==> src/rtl/ray_hit_resolve_if.sv <==
// Candidate-in / resolved-record-out bus of the nearest-hit reducer.
// slave is the reducer's view, master is the upstream/downstream view.
interface ray_hit_resolve_if #(
  parameter int WIDTH     = 32,
  parameter int ID_WIDTH  = 16,
  parameter int CNT_WIDTH = 16
);
  logic                 in_valid;
  logic                 in_ready;
  logic                 in_hit;
  logic [WIDTH-1:0]     in_t_int;
  logic [WIDTH-1:0]     in_t_frac;
  logic [WIDTH-1:0]     in_o1;
  logic [WIDTH-1:0]     in_o2;
  logic [WIDTH-1:0]     in_o3;
  logic [ID_WIDTH-1:0]  in_id;
  logic                 in_last;

  logic                 out_valid;
  logic                 out_ready;
  logic                 out_hit;
  logic [WIDTH-1:0]     out_t_int;
  logic [WIDTH-1:0]     out_t_frac;
  logic [WIDTH-1:0]     out_o1;
  logic [WIDTH-1:0]     out_o2;
  logic [WIDTH-1:0]     out_o3;
  logic [ID_WIDTH-1:0]  out_id;
  logic [CNT_WIDTH-1:0] out_count;

  modport slave (
    input  in_valid, in_hit, in_t_int, in_t_frac, in_o1, in_o2, in_o3, in_id, in_last,
    input  out_ready,
    output in_ready,
    output out_valid, out_hit, out_t_int, out_t_frac, out_o1, out_o2, out_o3, out_id, out_count
  );

  modport master (
    output in_valid, in_hit, in_t_int, in_t_frac, in_o1, in_o2, in_o3, in_id, in_last,
    output out_ready,
    input  in_ready,
    input  out_valid, out_hit, out_t_int, out_t_frac, out_o1, out_o2, out_o3, out_id, out_count
  );
endinterface

==> src/rtl/ray_hit_resolve.sv <==
// Nearest-hit reducer: folds one intersection candidate per clock into the
// closest valid hit of the current ray, then presents one record per ray.
module ray_hit_resolve #(
  parameter int WIDTH     = 32,
  parameter int ID_WIDTH  = 16,
  parameter int CNT_WIDTH = 16
) (
  input  logic              clk,
  input  logic              rst,
  ray_hit_resolve_if.slave  bus
);

  typedef enum logic {ACCUM, HOLD} state_t;

  // Best-so-far record; key is {t_int, t_frac} so one unsigned compare orders t.
  typedef struct packed {
    logic                 hit;
    logic [2*WIDTH-1:0]   key;
    logic [WIDTH-1:0]     o1;
    logic [WIDTH-1:0]     o2;
    logic [WIDTH-1:0]     o3;
    logic [ID_WIDTH-1:0]  id;
    logic [CNT_WIDTH-1:0] cnt;
  } rec_t;

  localparam logic [CNT_WIDTH-1:0] CNT_MAX = '1;

  state_t             state_q, state_d;
  rec_t               rec_q, rec_d;
  logic               in_ready_q, in_ready_d;
  logic               out_valid_q, out_valid_d;
  logic [2*WIDTH-1:0] in_key;
  logic               closer;

  // Next-state and record fold; ties keep the earlier beat (strict less-than).
  always_comb begin
    state_d = state_q;
    rec_d   = rec_q;
    in_key  = {bus.in_t_int, bus.in_t_frac};
    closer  = !rec_q.hit || (in_key < rec_q.key);
    case (state_q)
      ACCUM: begin
        if (bus.in_valid) begin
          if (rec_q.cnt != CNT_MAX) rec_d.cnt = rec_q.cnt + 1'b1;
          if (bus.in_hit && closer) begin
            rec_d.hit = 1'b1;
            rec_d.key = in_key;
            rec_d.o1  = bus.in_o1;
            rec_d.o2  = bus.in_o2;
            rec_d.o3  = bus.in_o3;
            rec_d.id  = bus.in_id;
          end
          if (bus.in_last) state_d = HOLD;
        end
      end
      HOLD: begin
        if (bus.out_ready) begin
          rec_d   = '0;
          state_d = ACCUM;
        end
      end
      default: state_d = ACCUM;
    endcase
    // Handshake flags come from the next state so both are plain flops.
    in_ready_d  = (state_d == ACCUM);
    out_valid_d = (state_d == HOLD);
  end

  // State, record and handshake flags; reset discards any partial or held ray.
  always_ff @(posedge clk) begin
    if (rst) begin
      state_q     <= ACCUM;
      rec_q       <= '0;
      in_ready_q  <= 1'b1;
      out_valid_q <= 1'b0;
    end else begin
      state_q     <= state_d;
      rec_q       <= rec_d;
      in_ready_q  <= in_ready_d;
      out_valid_q <= out_valid_d;
    end
  end

  assign bus.in_ready   = in_ready_q;
  assign bus.out_valid  = out_valid_q;
  assign bus.out_hit    = rec_q.hit;
  assign bus.out_t_int  = rec_q.key[2*WIDTH-1:WIDTH];
  assign bus.out_t_frac = rec_q.key[WIDTH-1:0];
  assign bus.out_o1     = rec_q.o1;
  assign bus.out_o2     = rec_q.o2;
  assign bus.out_o3     = rec_q.o3;
  assign bus.out_id     = rec_q.id;
  assign bus.out_count  = rec_q.cnt;

endmodule

==> src/flat_wrapper.sv <==
// flat-port wrapper written by rule: the top's interface ports become plain ports
module ray_hit_resolve_flat 
#(
  parameter int WIDTH     = 32,
  parameter int ID_WIDTH  = 16,
  parameter int CNT_WIDTH = 16
)
  (clk, rst, bus_in_valid, bus_in_hit, bus_in_t_int, bus_in_t_frac, bus_in_o1, bus_in_o2, bus_in_o3, bus_in_id, bus_in_last, bus_out_ready, bus_in_ready, bus_out_valid, bus_out_hit, bus_out_t_int, bus_out_t_frac, bus_out_o1, bus_out_o2, bus_out_o3, bus_out_id, bus_out_count);
  ray_hit_resolve_if #(.WIDTH(WIDTH), .ID_WIDTH(ID_WIDTH), .CNT_WIDTH(CNT_WIDTH)) bus_i ();
  input  logic clk;
  input  logic rst;
  input wire logic [$bits(bus_i.in_valid)-1:0] bus_in_valid;
  input wire logic [$bits(bus_i.in_hit)-1:0] bus_in_hit;
  input wire logic [$bits(bus_i.in_t_int)-1:0] bus_in_t_int;
  input wire logic [$bits(bus_i.in_t_frac)-1:0] bus_in_t_frac;
  input wire logic [$bits(bus_i.in_o1)-1:0] bus_in_o1;
  input wire logic [$bits(bus_i.in_o2)-1:0] bus_in_o2;
  input wire logic [$bits(bus_i.in_o3)-1:0] bus_in_o3;
  input wire logic [$bits(bus_i.in_id)-1:0] bus_in_id;
  input wire logic [$bits(bus_i.in_last)-1:0] bus_in_last;
  input wire logic [$bits(bus_i.out_ready)-1:0] bus_out_ready;
  output wire logic [$bits(bus_i.in_ready)-1:0] bus_in_ready;
  output wire logic [$bits(bus_i.out_valid)-1:0] bus_out_valid;
  output wire logic [$bits(bus_i.out_hit)-1:0] bus_out_hit;
  output wire logic [$bits(bus_i.out_t_int)-1:0] bus_out_t_int;
  output wire logic [$bits(bus_i.out_t_frac)-1:0] bus_out_t_frac;
  output wire logic [$bits(bus_i.out_o1)-1:0] bus_out_o1;
  output wire logic [$bits(bus_i.out_o2)-1:0] bus_out_o2;
  output wire logic [$bits(bus_i.out_o3)-1:0] bus_out_o3;
  output wire logic [$bits(bus_i.out_id)-1:0] bus_out_id;
  output wire logic [$bits(bus_i.out_count)-1:0] bus_out_count;
  assign bus_i.in_valid = bus_in_valid;
  assign bus_i.in_hit = bus_in_hit;
  assign bus_i.in_t_int = bus_in_t_int;
  assign bus_i.in_t_frac = bus_in_t_frac;
  assign bus_i.in_o1 = bus_in_o1;
  assign bus_i.in_o2 = bus_in_o2;
  assign bus_i.in_o3 = bus_in_o3;
  assign bus_i.in_id = bus_in_id;
  assign bus_i.in_last = bus_in_last;
  assign bus_i.out_ready = bus_out_ready;
  assign bus_in_ready = bus_i.in_ready;
  assign bus_out_valid = bus_i.out_valid;
  assign bus_out_hit = bus_i.out_hit;
  assign bus_out_t_int = bus_i.out_t_int;
  assign bus_out_t_frac = bus_i.out_t_frac;
  assign bus_out_o1 = bus_i.out_o1;
  assign bus_out_o2 = bus_i.out_o2;
  assign bus_out_o3 = bus_i.out_o3;
  assign bus_out_id = bus_i.out_id;
  assign bus_out_count = bus_i.out_count;
  ray_hit_resolve #(.WIDTH(WIDTH), .ID_WIDTH(ID_WIDTH), .CNT_WIDTH(CNT_WIDTH)) u_core (.clk(clk), .rst(rst), .bus(bus_i));
endmodule
==> config.mk <==
export PLATFORM = sky130hd
export DESIGN_NAME = ray_hit_resolve_flat
export DESIGN_NICKNAME = d
export VERILOG_FILES = /design/src/rtl/ray_hit_resolve_if.sv /design/src/rtl/ray_hit_resolve.sv /design/src/flat_wrapper.sv
export SDC_FILE = /design/constraint.sdc
export NUM_CORES = 1
export LEC_CHECK = 0
export ABC_CLOCK_PERIOD_IN_PS = 3200
export CORE_AREA = 3 3 182 184
export DETAILED_ROUTE_END_ITERATION = 7
export DIE_AREA = 0 0 185 187
export GPL_TIMING_DRIVEN = 0
export PLACE_DENSITY_LB_ADDON = 0.08
export SYNTH_ARGS = -nofsm -noshare
export SYNTH_HDL_FRONTEND = slang
export SYNTH_SLANG_ARGS = --single-unit
==> constraint.sdc <==
create_clock -name clk -period 3.2 [get_ports clk]
set_input_delay 0.64 -clock clk [delete_from_list [all_inputs] [get_ports clk]]
set_output_delay 0.64 -clock clk [all_outputs]
set_load 0.005 [all_outputs]
==> impl_metrics.prom, run 1 <==
# TYPE chip_impl_metric gauge
chip_impl_metric{name="tightestPinTransition",unit="ps"} 844
chip_impl_metric{name="detailed_place.area",unit="mm2"} 0.0144
chip_impl_metric{name="synth_fa_ha_area_share",unit="%"} 7.91
chip_impl_metric{name="die_ar",unit="mm2"} 0.0346
chip_impl_metric{name="buffer_ports.inserted",unit=""} 375
chip_impl_metric{name="cts_sinks",unit=""} 195
chip_impl_metric{name="cp_num_buf_inv",unit=""} 5
chip_impl_info{name="synth_top_cells_by_area",value="sky130_fd_sc_hd__dfxtp_1 (39%), sky130_fd_sc_hd__o32ai_2 (11%), sky130_fd_sc_hd__o2bb2ai_2 (8.9%), sky130_fd_sc_hd__ha_1 (7.9%), sky130_fd_sc_hd__inv_1 (6.6%)"} 1
chip_impl_metric{name="leakage",unit="nW"} 5.78
chip_impl_metric{name="synth_nets",unit=""} 1293
chip_impl_metric{name="wl_met1",unit="mm"} 15.0
chip_impl_metric{name="fp.dieH",unit="um"} 187
chip_impl_metric{name="yosys_warnings",unit=""} 0
chip_impl_metric{name="clk_transition_reported_paths",unit="ps"} 80
chip_impl_metric{name="final_antenna_net_count",unit=""} 0
chip_impl_metric{name="detail_route.wl_per_cell",unit="um"} 18.1
chip_impl_metric{name="p_per_area",unit="mW/mm2"} 429
chip_impl_metric{name="syn-instance-count",unit=""} 1047
chip_impl_metric{name="number_of_detailed_routing_iterations_run_before_antenna_repair",unit=""} 6
chip_impl_metric{name="nFillCells",unit=""} 3074
chip_impl_info{name="timing.critical_path.cells",value="clkdlybuf4s50_1 > ha_1 > nand4_1 > nor3_2 > nand4_1 > o21ai_2 > a311oi_4 > buf_4 > buf_4 > o41ai_4 > buf_12 > buf_6 > o2bb2ai_2"} 1
chip_impl_metric{name="detailed_placement_wirelength_estimate",unit="mm"} 25.7
chip_impl_metric{name="place_ws",unit="ps"} -963
chip_impl_metric{name="proportion_of_layout_cells_with_a_drive_suffix_above_1",unit="%"} 15.2
chip_impl_metric{name="sequential_cell_area",unit="mm2"} 0.00390
chip_impl_metric{name="drc_errors",unit=""} 0
chip_impl_metric{name="syn2layout_area_growth",unit="%"} 49.5
chip_impl_info{name="yosysTopAreaCell",value="sky130_fd_sc_hd__dfxtp_1"} 1
chip_impl_metric{name="postLayoutCellArea",unit="mm2"} 0.0151
chip_impl_metric{name="crit_path_max_fanout",unit=""} 10
chip_impl_metric{name="die_width",unit="um"} 185
chip_impl_metric{name="max_clock_freq",unit="GHz"} 0.326
chip_impl_info{name="timing.critical_path.to_type",value="flip-flop"} 1
chip_impl_metric{name="hold_slack",unit="ps"} 465
chip_impl_metric{name="routed_wirelength",unit="mm"} 33.7
chip_impl_metric{name="critical_path_arrival",unit="ps"} 3450
chip_impl_metric{name="global_route_wire_length_before_repair",unit="mm"} 52.3
chip_impl_metric{name="ir_drop",unit="mV"} 0.382
chip_impl_metric{name="synth-simple-area-share",unit="%"} 13.2
chip_impl_metric{name="p_total",unit="W"} 0.00649
chip_impl_metric{name="synth_top_area_share",unit="%"} 38.6
chip_impl_metric{name="postSynthRegisterBits",unit=""} 195
chip_impl_metric{name="cell_area_after_synthesis",unit="mm2"} 0.0101
chip_impl_metric{name="final_setup_violating_endpoints",unit=""} 0
chip_impl_metric{name="worst-endpoint-required",unit="ps"} 3580
chip_impl_metric{name="grt.total_usage",unit="%"} 19.3
chip_impl_metric{name="overflow",unit=""} 0
chip_impl_metric{name="synthesized_area_divided_by_synthesized_cell_count",unit="um2"} 9.66
chip_impl_metric{name="initial_utilization",unit="%"} 32.1
chip_impl_metric{name="route.met2.wl",unit="mm"} 15.9
chip_impl_metric{name="share_of_the_core_filled_with_cells",unit="%"} 47.9
chip_impl_metric{name="worst_clock_skew",unit="ps"} 12.0
chip_impl_info{name="slowest_stage",value="sky130_fd_sc_hd__clkdlybuf4s50_1"} 1
chip_impl_info{name="critical_path.startpoint_type",value="primary input"} 1
chip_impl_metric{name="vias",unit=""} 8916
chip_impl_metric{name="synth_xor_area_share",unit="%"} 1.04
chip_impl_metric{name="clk_path_buf_depth",unit=""} 2
chip_impl_metric{name="netlist-cell-type-count",unit=""} 49
chip_impl_metric{name="cap_viol_max_count",unit=""} 0
chip_impl_info{name="route.top_layer_used",value="met5"} 1
chip_impl_metric{name="max-slew-margin-rel",unit="%"} 43.7
chip_impl_info{name="combinational_family_with_the_most_area_after_synthesis",value="compound AO/OA/AOI/OAI gates"} 1
chip_impl_metric{name="synthMuxAreaShare",unit="%"} 0.0989
chip_impl_metric{name="critical_path.max_stage_delay",unit="ps"} 440
chip_impl_metric{name="final-max-slew-violation-count",unit=""} 0
chip_impl_info{name="critPathTopFamily",value="buffers and inverters"} 1
chip_impl_metric{name="drt_iter0_drc",unit=""} 408
chip_impl_metric{name="place.gp.congestion",unit=""} 0.791
chip_impl_metric{name="rows",unit=""} 65
chip_impl_metric{name="finalCriticalPeriod",unit="ps"} 3070
chip_impl_metric{name="hold_viol_final",unit=""} 0
chip_impl_metric{name="io_pins",unit=""} 377
chip_impl_metric{name="grt_antenna_before_repair",unit=""} 4
chip_impl_metric{name="via_count_of_the_first_global_routing_pass",unit=""} 8913
chip_impl_metric{name="pin_count_of_the_biggest_net_entering_global_routing",unit=""} 20
chip_impl_info{name="crit_type",value="in2reg"} 1
chip_impl_metric{name="routed_via_density",unit=""} 4.79
chip_impl_metric{name="postLayoutSetupSlackWorst",unit="ps"} 130
chip_impl_info{name="synth_flop_cell",value="sky130_fd_sc_hd__dfxtp_1"} 1
chip_impl_metric{name="fin_nets",unit=""} 1693
chip_impl_metric{name="cts_buffers",unit=""} 17
chip_impl_info{name="min-delay-path-class",value="reg2reg"} 1
chip_impl_metric{name="htree_num_levels",unit=""} 4
chip_impl_metric{name="async_reset_ff_share",unit="%"} 0
chip_impl_metric{name="synth_edf_count",unit=""} 0
chip_impl_metric{name="combined_area_of_the_multi_input_logic_cells",unit="mm2"} 0.00526
chip_impl_metric{name="route.met3.wl",unit="mm"} 2.36
chip_impl_metric{name="synth_compound_gate_area_share",unit="%"} 28.9
chip_impl_info{name="status",value="finished, final reports clean"} 1
chip_impl_metric{name="final.period_utilization",unit="%"} 95.9
chip_impl_metric{name="synth_sequential_area_ratio",unit="%"} 38.6
chip_impl_info{name="clockRootBuffer",value="sky130_fd_sc_hd__clkbuf_16"} 1
chip_impl_metric{name="core",unit="mm2"} 0.0316
chip_impl_info{name="tritoncts_clock_tree",value="built"} 1
chip_impl_info{name="grt_setup_unrepaired",value="no"} 1
chip_impl_metric{name="worstSkewPairLatency",unit="ps"} 450
-- layout by cell type, fill, tap and decap left out, types with 15 or more instances in the layout --
master                              n
sky130_fd_sc_hd__a21oi_1           31
sky130_fd_sc_hd__buf_4             24
sky130_fd_sc_hd__clkbuf_1          36
sky130_fd_sc_hd__clkbuf_16         17
sky130_fd_sc_hd__clkdlybuf4s50_1  375
sky130_fd_sc_hd__dfxtp_1          195
sky130_fd_sc_hd__ha_1              64
sky130_fd_sc_hd__inv_1            178
sky130_fd_sc_hd__nand2_1          140
sky130_fd_sc_hd__nand2b_1          67
sky130_fd_sc_hd__nand4_1           16
sky130_fd_sc_hd__nor2_1            24
sky130_fd_sc_hd__o21ai_0           15
sky130_fd_sc_hd__o2bb2ai_2         60
sky130_fd_sc_hd__o32ai_1           41
sky130_fd_sc_hd__o32ai_2           71
-- worst paths after layout --
check	startpoint	endpoint	slack, ps	cells past startpoint
max	bus_in_t_frac[23]	u_core.bus.out_t_int[5]	130	13
min	u_core.bus.out_o3[18]	u_core.bus.out_o3[18]	470	2
min reg2reg	u_core.bus.out_o3[18]	u_core.bus.out_o3[18]	470	2
max reg2reg	u_core.bus.out_t_frac[15]	u_core.bus.out_t_int[5]	330	13
-- layer usage --
layer  up-vias  track usage, %
met1      4224            24.9
met5         -               0
met2       226            31.1
met3        26            6.69
met4         6            4.65
li1       4434               -
-- kinds of logic after synthesis --
| family | count (synthesis) |
|---|---|
| XOR/XNOR | 12 |
| flip-flops | 195 |
| multiplexers | 1 |
| adder cells (fa/ha/maj) | 64 |
| AND/OR/NAND/NOR | 276 |
| buffers and inverters | 250 |
| AO/OA/AOI/OAI | 249 |
-- power breakdown --
part,internal [W],switching [W]
logic,0.000857,0.000757
registers,0.00261,0.000131
clock network,0.00103,0.00110
total,0.00450,0.00199
-- tightest hold or removal path, delay by kind of cell, from the launching register on --
family / cells / cell delay (ps)
AO/OA/AOI/OAI: 1 / 50
AND/OR/NAND/NOR: 1 / 50
flip-flops: 1 / 310
-- final cells by class --
type / instances / share of cell area [%]
tap: 402 / 3.32
antenna: 1 / 0.0165
buffer: 72 / 2.76
sequential: 195 / 25.8
inverter: 178 / 4.42
clock inverter: 15 / 0.943
timing repair buffer: 381 / 25.2
multi-input combinational: 602 / 34.7
clock buffer: 17 / 2.81
-- per-stage QoR --
step,cells,setup TNS (ps)
after floorplan,1047,0
after global placement,1824,-143370
after detailed placement,1824,-148460
final,1863,0
after CTS,1860,-3.46
after global routing,1863,0
-- sequential cells by signal, indices dropped and copies added (netlist names) --
name,cells
u_core.bus.in_ready,1
u_core.bus.out_count,16
u_core.bus.out_hit,1
u_core.bus.out_id,16
u_core.bus.out_o1,32
u_core.bus.out_o2,32
u_core.bus.out_o3,32
u_core.bus.out_t_frac,32
u_core.bus.out_t_int,32
u_core.bus.out_valid,1
-- timing repair --
action,in CTS,in global routing
pin swaps,2,8
hold buffers,0,0
resized for setup,20,13
setup endpoints to repair,176,168
gates cloned,0,0
buffers inserted,4,2
-- synth_stat cells, types with 9 or more instances --
| master | n |
|---|---|
| sky130_fd_sc_hd__xor2_1 | 9 |
| sky130_fd_sc_hd__clkbuf_1 | 38 |
| sky130_fd_sc_hd__inv_1 | 178 |
| sky130_fd_sc_hd__nand4_1 | 16 |
| sky130_fd_sc_hd__nand3_1 | 10 |
| sky130_fd_sc_hd__o32ai_2 | 70 |
| sky130_fd_sc_hd__dfxtp_1 | 195 |
| sky130_fd_sc_hd__nand2_1 | 140 |
| sky130_fd_sc_hd__nor2_1 | 24 |
| sky130_fd_sc_hd__o32ai_1 | 42 |
| sky130_fd_sc_hd__o21ai_0 | 15 |
| sky130_fd_sc_hd__nand2b_1 | 67 |
| sky130_fd_sc_hd__buf_2 | 21 |
| sky130_fd_sc_hd__ha_1 | 64 |
| sky130_fd_sc_hd__o2bb2ai_2 | 60 |
| sky130_fd_sc_hd__a21oi_1 | 31 |
Note: power is estimated with default switching activity, not from simulation.
==> run 2, diff against run 1 <==
- ABC_CLOCK_PERIOD_IN_PS: 3200 -> 3300
- TNS_END_PERCENT: not set -> 50
- clock period: 3.2 -> 3.3 ns (I/O delays scaled with it)
==> impl_metrics.prom, run 2 (same netlist as run 1, synthesis figures left out) <==
# TYPE chip_impl_metric gauge
chip_impl_info{name="status",value="finished, final reports clean"} 1
chip_impl_info{name="crit_type",value="in2reg"} 1
chip_impl_info{name="min-delay-path-class",value="reg2reg"} 1
chip_impl_info{name="critical_path.startpoint_type",value="primary input"} 1
chip_impl_info{name="gr_busiest_metal",value="met2"} 1
chip_impl_metric{name="p_total",unit="W"} 0.00629
chip_impl_metric{name="core",unit="mm2"} 0.0316
chip_impl_metric{name="pin_count_of_the_biggest_net_entering_global_routing",unit=""} 20
chip_impl_metric{name="switching_part_of_the_total_power",unit="%"} 30.7
chip_impl_metric{name="final.period_utilization",unit="%"} 95.4
chip_impl_metric{name="critical_path.max_stage_delay",unit="ps"} 510
chip_impl_metric{name="cp_num_buf_inv",unit=""} 3
chip_impl_metric{name="hold_viol_final",unit=""} 0
chip_impl_metric{name="internal-power",unit="W"} 0.00436
chip_impl_metric{name="postLayoutSetupSlackWorst",unit="ps"} 153
chip_impl_metric{name="vias",unit=""} 8915
chip_impl_metric{name="fp.dieH",unit="um"} 187
chip_impl_metric{name="syn2layout_area_growth",unit="%"} 49.1
chip_impl_info{name="critical_path.reg2reg.startpoint",value="u_core.bus.out_t_frac[2]"} 1
chip_impl_metric{name="routed_wirelength",unit="mm"} 33.5
chip_impl_metric{name="number_of_detailed_routing_iterations_run_before_antenna_repair",unit=""} 5
chip_impl_metric{name="proportion_of_layout_cells_with_a_drive_suffix_above_1",unit="%"} 15.0
chip_impl_info{name="timing.critical_path.to_type",value="flip-flop"} 1
chip_impl_info{name="worstSetupStartpoint",value="bus_in_t_frac[2]"} 1
chip_impl_metric{name="reg2reg_depth",unit=""} 11
chip_impl_metric{name="htree_num_levels",unit=""} 4
chip_impl_metric{name="hold_slack",unit="ps"} 465
chip_impl_metric{name="cts_buffers",unit=""} 17
chip_impl_metric{name="critical_path_arrival",unit="ps"} 3440
chip_impl_metric{name="routed_via_density",unit=""} 4.79
chip_impl_metric{name="die_ar",unit="mm2"} 0.0346
chip_impl_metric{name="fin_nets",unit=""} 1691
chip_impl_metric{name="leakage",unit="nW"} 5.76
chip_impl_metric{name="share_of_the_core_filled_with_cells",unit="%"} 47.8
chip_impl_info{name="clockRootBuffer",value="sky130_fd_sc_hd__clkbuf_16"} 1
chip_impl_metric{name="crit_path_max_fanout",unit=""} 10
chip_impl_metric{name="worst_clock_skew",unit="ps"} 16.7
chip_impl_metric{name="clk_path_buf_depth",unit=""} 2
chip_impl_metric{name="grt.total_usage",unit="%"} 19.3
chip_impl_metric{name="critical_path_depth",unit=""} 11
chip_impl_metric{name="comb_power_share",unit="%"} 24.8
chip_impl_metric{name="worstSkewPairLatency",unit="ps"} 450
chip_impl_metric{name="timing.reg2reg.setup_slack",unit="ps"} 350
chip_impl_metric{name="met3_usage",unit="%"} 6.63
chip_impl_metric{name="final_antenna_net_count",unit=""} 0
chip_impl_metric{name="global_route_wire_length_before_repair",unit="mm"} 52.2
chip_impl_metric{name="globalRouteMet1Util",unit="%"} 24.9
chip_impl_metric{name="worst-endpoint-required",unit="ps"} 3600
chip_impl_metric{name="initial_utilization",unit="%"} 32.1
chip_impl_info{name="crit-reg2reg-capture",value="u_core.bus.out_o1[27]"} 1
chip_impl_metric{name="rows",unit=""} 65
chip_impl_metric{name="drt_iter0_drc",unit=""} 370
chip_impl_metric{name="die_width",unit="um"} 185
chip_impl_metric{name="max-slew-margin-rel",unit="%"} 45.0
chip_impl_metric{name="detail_route.wl_per_cell",unit="um"} 18.0
chip_impl_metric{name="finalCriticalPeriod",unit="ps"} 3150
chip_impl_metric{name="clk_transition_reported_paths",unit="ps"} 80
chip_impl_metric{name="final_setup_violating_endpoints",unit=""} 0
chip_impl_info{name="critPathTopFamily",value="compound AO/OA/AOI/OAI gates"} 1
chip_impl_metric{name="place.gp.congestion",unit=""} 0.791
chip_impl_metric{name="io_pins",unit=""} 377
chip_impl_metric{name="via_count_of_the_first_global_routing_pass",unit=""} 8895
chip_impl_metric{name="grt_antenna_before_repair",unit=""} 4
chip_impl_info{name="final_cell_mix",value="sky130_fd_sc_hd__clkdlybuf4s50_1 (375), sky130_fd_sc_hd__dfxtp_1 (195), sky130_fd_sc_hd__inv_1 (178)"} 1
chip_impl_metric{name="tightestPinTransition",unit="ps"} 824
chip_impl_info{name="crit_path_end",value="u_core.bus.out_o1[27]"} 1
chip_impl_metric{name="final-max-slew-violation-count",unit=""} 0
chip_impl_info{name="tritoncts_clock_tree",value="built"} 1
chip_impl_metric{name="cap_viol_max_count",unit=""} 0
chip_impl_info{name="slowest_stage",value="sky130_fd_sc_hd__a311oi_4"} 1
chip_impl_metric{name="overflow",unit=""} 0
chip_impl_metric{name="seq_power_share",unit="%"} 42.3
chip_impl_metric{name="ir_drop",unit="mV"} 0.370
chip_impl_info{name="grt_setup_unrepaired",value="no"} 1
chip_impl_metric{name="drc_errors",unit=""} 0
chip_impl_metric{name="buffer_ports.inserted",unit=""} 375
chip_impl_metric{name="switchingPower",unit="W"} 0.00193
chip_impl_metric{name="max_clock_freq",unit="GHz"} 0.318
chip_impl_metric{name="detailed_placement_wirelength_estimate",unit="mm"} 25.7
chip_impl_metric{name="clkPwrFrac",unit="%"} 33.0
chip_impl_metric{name="groute.layer.met2.usage",unit="%"} 31.1
chip_impl_info{name="timing.critical_path.cells",value="clkdlybuf4s50_1 > ha_1 > a21oi_1 > o21ai_0 > a221oi_2 > o21ai_2 > a311oi_4 > o21a_4 > buf_6 > buf_4 > o32ai_2"} 1
chip_impl_info{name="mostFrequentLayoutCell",value="sky130_fd_sc_hd__clkdlybuf4s50_1"} 1
chip_impl_metric{name="place_ws",unit="ps"} -883
chip_impl_metric{name="p_per_area",unit="mW/mm2"} 417
chip_impl_metric{name="cts_sinks",unit=""} 195
chip_impl_metric{name="holdBufCountCts",unit=""} 0
[run 2: cell count changes in the layout (fill, tap and decap cells not counted), sizes merged]
| cell | previous run | this run |
|---|---|---|
| buf | 38 | 33 |
| clkbuf | 57 | 60 |
[run 2: worst min-delay path by stage]
stage,endpoint,cells past startpoint,start,slack (ps)
floorplan,u_core.bus.out_id[15],2,u_core.bus.out_id[15],460
detailed placement,u_core.bus.out_o3[11],2,u_core.bus.out_o3[11],450
global placement,u_core.bus.out_o3[26],2,u_core.bus.out_o3[26],450
CTS,u_core.bus.out_o3[11],2,u_core.bus.out_o3[11],460
global route,u_core.bus.out_o3[18],2,u_core.bus.out_o3[18],480
finish,u_core.bus.out_o3[29],2,u_core.bus.out_o3[29],460
[run 2: power by group through the flow]
stage	registers [W]	logic [W]	clock network [W]
5_1_grt	0.00269	0.00171	0.00224
2_1_floorplan	0.00271	0.000708	0
4_1_cts	0.00266	0.00157	0.00215
3_3_place_gp	0.00271	0.00154	0
6_report	0.00266	0.00156	0.00207
3_5_place_dp	0.00271	0.00154	0
[run 2: worst register-to-register path: stages, from the launching register on]
cell	delay, ps
sky130_fd_sc_hd__dfxtp_1	380
sky130_fd_sc_hd__inv_1	60
sky130_fd_sc_hd__ha_1	300
sky130_fd_sc_hd__a21oi_1	140
sky130_fd_sc_hd__o21ai_0	150
sky130_fd_sc_hd__a221oi_2	320
sky130_fd_sc_hd__o21ai_2	130
sky130_fd_sc_hd__a311oi_4	510
sky130_fd_sc_hd__o21a_4	240
sky130_fd_sc_hd__buf_6	220
sky130_fd_sc_hd__buf_4	260
sky130_fd_sc_hd__o32ai_2	110
[run 2: timing repair]
item / in CTS / in global routing
gates resized for setup: 11 / 15
endpoints found under the setup margin: 166 / 170
pin swaps: 2 / 7
setup buffers: 3 / 1
[run 2: layer usage]
metal / vias up / share of wire, %
li1: 4441 / -
met1: 4230 / 44
met2: 214 / 47
met3: 24 / 6.9
met4: 6 / 1.4
met5: - / 0.12
[run 2: area by class of cell]
cell class / instances / area, um2
Fill cell: 3075 / 16500
Multi-Input combinational cell: 602 / 5240
Sequential cell: 195 / 3900
Timing Repair Buffer: 379 / 3800
Inverter: 178 / 668
Tap cell: 402 / 503
Clock buffer: 17 / 425
Buffer: 72 / 402
Clock inverter: 15 / 143
Antenna cell: 1 / 2.50
[run 2: metrics by stage]
stage          instance area, um2  cells  setup TNS [ps]
6_report                    15100   1861               0
3_3_place_gp                14400   1824         -129290
2_1_floorplan               10100   1047               0
5_1_grt                     15100   1861               0
4_1_cts                     15000   1859           -1360
3_5_place_dp                14400   1824         -134380
==> run 3, diff against run 2 <==
- ABC_CLOCK_PERIOD_IN_PS: 3300 -> 3500
- clock period: 3.3 -> 3.5 ns (I/O delays scaled with it)
==> impl_metrics.prom, run 3 (same netlist as run 1, synthesis figures left out) <==
# TYPE chip_impl_metric gauge
chip_impl_info{name="timing.critical_path.to_type",value="flip-flop"} 1
chip_impl_metric{name="proportion_of_layout_cells_with_a_drive_suffix_above_1",unit="%"} 14.7
chip_impl_metric{name="met3_usage",unit="%"} 6.63
chip_impl_metric{name="globalRouteMet1Util",unit="%"} 24.9
chip_impl_metric{name="final-max-slew-violation-count",unit=""} 0
chip_impl_metric{name="drt_iter0_drc",unit=""} 405
chip_impl_metric{name="die_ar",unit="mm2"} 0.0346
chip_impl_metric{name="cts_sinks",unit=""} 195
chip_impl_metric{name="hold_viol_final",unit=""} 0
chip_impl_metric{name="pin_count_of_the_biggest_net_entering_global_routing",unit=""} 20
chip_impl_metric{name="switching_part_of_the_total_power",unit="%"} 30.7
chip_impl_metric{name="cts_buffers",unit=""} 17
chip_impl_metric{name="core",unit="mm2"} 0.0316
chip_impl_metric{name="rows",unit=""} 65
chip_impl_info{name="mostFrequentLayoutCell",value="sky130_fd_sc_hd__clkdlybuf4s50_1"} 1
chip_impl_metric{name="comb_power_share",unit="%"} 24.6
chip_impl_info{name="final_cell_mix",value="sky130_fd_sc_hd__clkdlybuf4s50_1 (375), sky130_fd_sc_hd__dfxtp_1 (195), sky130_fd_sc_hd__inv_1 (178)"} 1
chip_impl_info{name="tritoncts_clock_tree",value="built"} 1
chip_impl_metric{name="groute.layer.met2.usage",unit="%"} 31.0
chip_impl_metric{name="initial_utilization",unit="%"} 32.1
chip_impl_metric{name="grt.total_usage",unit="%"} 19.3
chip_impl_info{name="critical_path.startpoint_type",value="primary input"} 1
chip_impl_metric{name="seq_power_share",unit="%"} 42.4
chip_impl_metric{name="critical_path_arrival",unit="ps"} 3610
chip_impl_metric{name="via_count_of_the_first_global_routing_pass",unit=""} 8887
chip_impl_metric{name="tightestPinTransition",unit="ps"} 867
chip_impl_metric{name="worstSkewPairLatency",unit="ps"} 450
chip_impl_metric{name="routed_wirelength",unit="mm"} 33.6
chip_impl_metric{name="place.gp.congestion",unit=""} 0.791
chip_impl_metric{name="ir_drop",unit="mV"} 0.349
chip_impl_metric{name="leakage",unit="nW"} 5.75
chip_impl_metric{name="clkPwrFrac",unit="%"} 33.0
chip_impl_metric{name="max_clock_freq",unit="GHz"} 0.302
chip_impl_metric{name="finalCriticalPeriod",unit="ps"} 3310
chip_impl_metric{name="holdBufCountCts",unit=""} 0
chip_impl_metric{name="final.period_utilization",unit="%"} 94.5
chip_impl_metric{name="buffer_ports.inserted",unit=""} 375
chip_impl_metric{name="p_total",unit="W"} 0.00592
chip_impl_metric{name="vias",unit=""} 8904
chip_impl_metric{name="setup_tns_after_final_layout",unit="ps"} 0
chip_impl_info{name="clockRootBuffer",value="sky130_fd_sc_hd__clkbuf_16"} 1
chip_impl_info{name="crit_type",value="in2reg"} 1
chip_impl_metric{name="io_pins",unit=""} 377
chip_impl_metric{name="die_width",unit="um"} 185
chip_impl_metric{name="place_ws",unit="ps"} -723
chip_impl_metric{name="overflow",unit=""} 0
chip_impl_metric{name="clk_transition_reported_paths",unit="ps"} 80
chip_impl_metric{name="cap_viol_max_count",unit=""} 0
chip_impl_info{name="min-delay-path-class",value="reg2reg"} 1
chip_impl_info{name="grt_setup_unrepaired",value="no"} 1
chip_impl_metric{name="internal-power",unit="W"} 0.00410
chip_impl_metric{name="worst_clock_skew",unit="ps"} 16.7
chip_impl_metric{name="final_setup_violating_endpoints",unit=""} 0
chip_impl_metric{name="final_antenna_net_count",unit=""} 0
chip_impl_metric{name="clk_path_buf_depth",unit=""} 2
chip_impl_metric{name="crit_path_max_fanout",unit=""} 10
chip_impl_metric{name="syn2layout_area_growth",unit="%"} 48.7
chip_impl_metric{name="routed_via_density",unit=""} 4.79
chip_impl_metric{name="fp.dieH",unit="um"} 187
chip_impl_metric{name="postLayoutSetupSlackWorst",unit="ps"} 191
chip_impl_metric{name="htree_num_levels",unit=""} 4
chip_impl_metric{name="number_of_detailed_routing_iterations_run_before_antenna_repair",unit=""} 5
chip_impl_metric{name="global_route_wire_length_before_repair",unit="mm"} 52.2
chip_impl_metric{name="fin_nets",unit=""} 1690
chip_impl_metric{name="switchingPower",unit="W"} 0.00181
chip_impl_metric{name="worst-endpoint-required",unit="ps"} 3800
chip_impl_metric{name="detail_route.wl_per_cell",unit="um"} 18.0
chip_impl_metric{name="grt_antenna_before_repair",unit=""} 4
chip_impl_metric{name="p_per_area",unit="mW/mm2"} 393
chip_impl_info{name="status",value="finished, final reports clean"} 1
chip_impl_metric{name="max-slew-margin-rel",unit="%"} 42.2
chip_impl_metric{name="drc_errors",unit=""} 0
chip_impl_metric{name="detailed_placement_wirelength_estimate",unit="mm"} 25.7
chip_impl_info{name="gr_busiest_metal",value="met2"} 1
chip_impl_metric{name="hold_slack",unit="ps"} 464
-- run 3: worst paths after layout --
check | from | cells past startpoint | end | slack [ps]
max | bus_in_t_frac[19] | 11 | u_core.bus.out_o1[27] | 190
min | u_core.bus.out_o3[11] | 2 | u_core.bus.out_o3[11] | 460
min reg2reg | u_core.bus.out_o3[11] | 2 | u_core.bus.out_o3[11] | 460
max reg2reg | u_core.bus.out_t_frac[19] | 11 | u_core.bus.out_o1[27] | 420
-- run 3: final cells by class --
cell class / count / area (um2)
clock inverters: 15 / 143
diodes: 1 / 2.50
flip-flops and latches: 195 / 3900
inverters: 178 / 668
multi-input cells: 602 / 5210
clock buffers: 17 / 425
well taps: 402 / 503
plain buffers: 72 / 397
fillers: 3075 / 16500
repair buffers: 378 / 3790
-- run 3: through the flow --
| step | utilization, % | instance area, um2 | std cells |
|---|---|---|---|
| 2_1_floorplan | - | 10100 | 1047 |
| 3_3_place_gp | 45.6 | 14400 | 1824 |
| 3_5_place_dp | 45.6 | 14400 | 1824 |
| 4_1_cts | 47.5 | 15000 | 1856 |
| 5_1_grt | 47.7 | 15000 | 1860 |
| 6_report | 47.7 | 15000 | 1860 |
-- run 3: power groups by stage --
stage | clock network, W | logic, W | registers, W
after floorplan | 0 | 0.000667 | 0.00256
after global placement | 0 | 0.00145 | 0.00255
after detailed placement | 0 | 0.00146 | 0.00255
after CTS | 0.00203 | 0.00147 | 0.00251
after global routing | 0.00211 | 0.00160 | 0.00253
final | 0.00195 | 0.00146 | 0.00251
-- run 3: routing by layer --
layer | routed length [um] | vias up
met4 | 475 | 6
met1 | 14800 | 4217
met2 | 15900 | 224
met3 | 2380 | 24
li1 | - | 4433
met5 | 41 | -
-- run 3: timing repair --
action / in CTS / in global routing
gates resized for setup: 7 / 11
gates cloned: 0 / 0
pin swaps: 1 / 2
buffers inserted: 0 / 3
setup endpoints to repair: 146 / 154
-- run 3: critical path, cell delays in order --
cell and delay [ps]:
sky130_fd_sc_hd__clkdlybuf4s50_1 490, sky130_fd_sc_hd__ha_1 240, sky130_fd_sc_hd__a21oi_1 140, sky130_fd_sc_hd__o21ai_0 120, sky130_fd_sc_hd__a221oi_1 410, sky130_fd_sc_hd__o21ai_2 130
sky130_fd_sc_hd__a311oi_4 410, sky130_fd_sc_hd__o21a_2 280, sky130_fd_sc_hd__buf_4 290, sky130_fd_sc_hd__buf_4 270, sky130_fd_sc_hd__o32ai_2 110
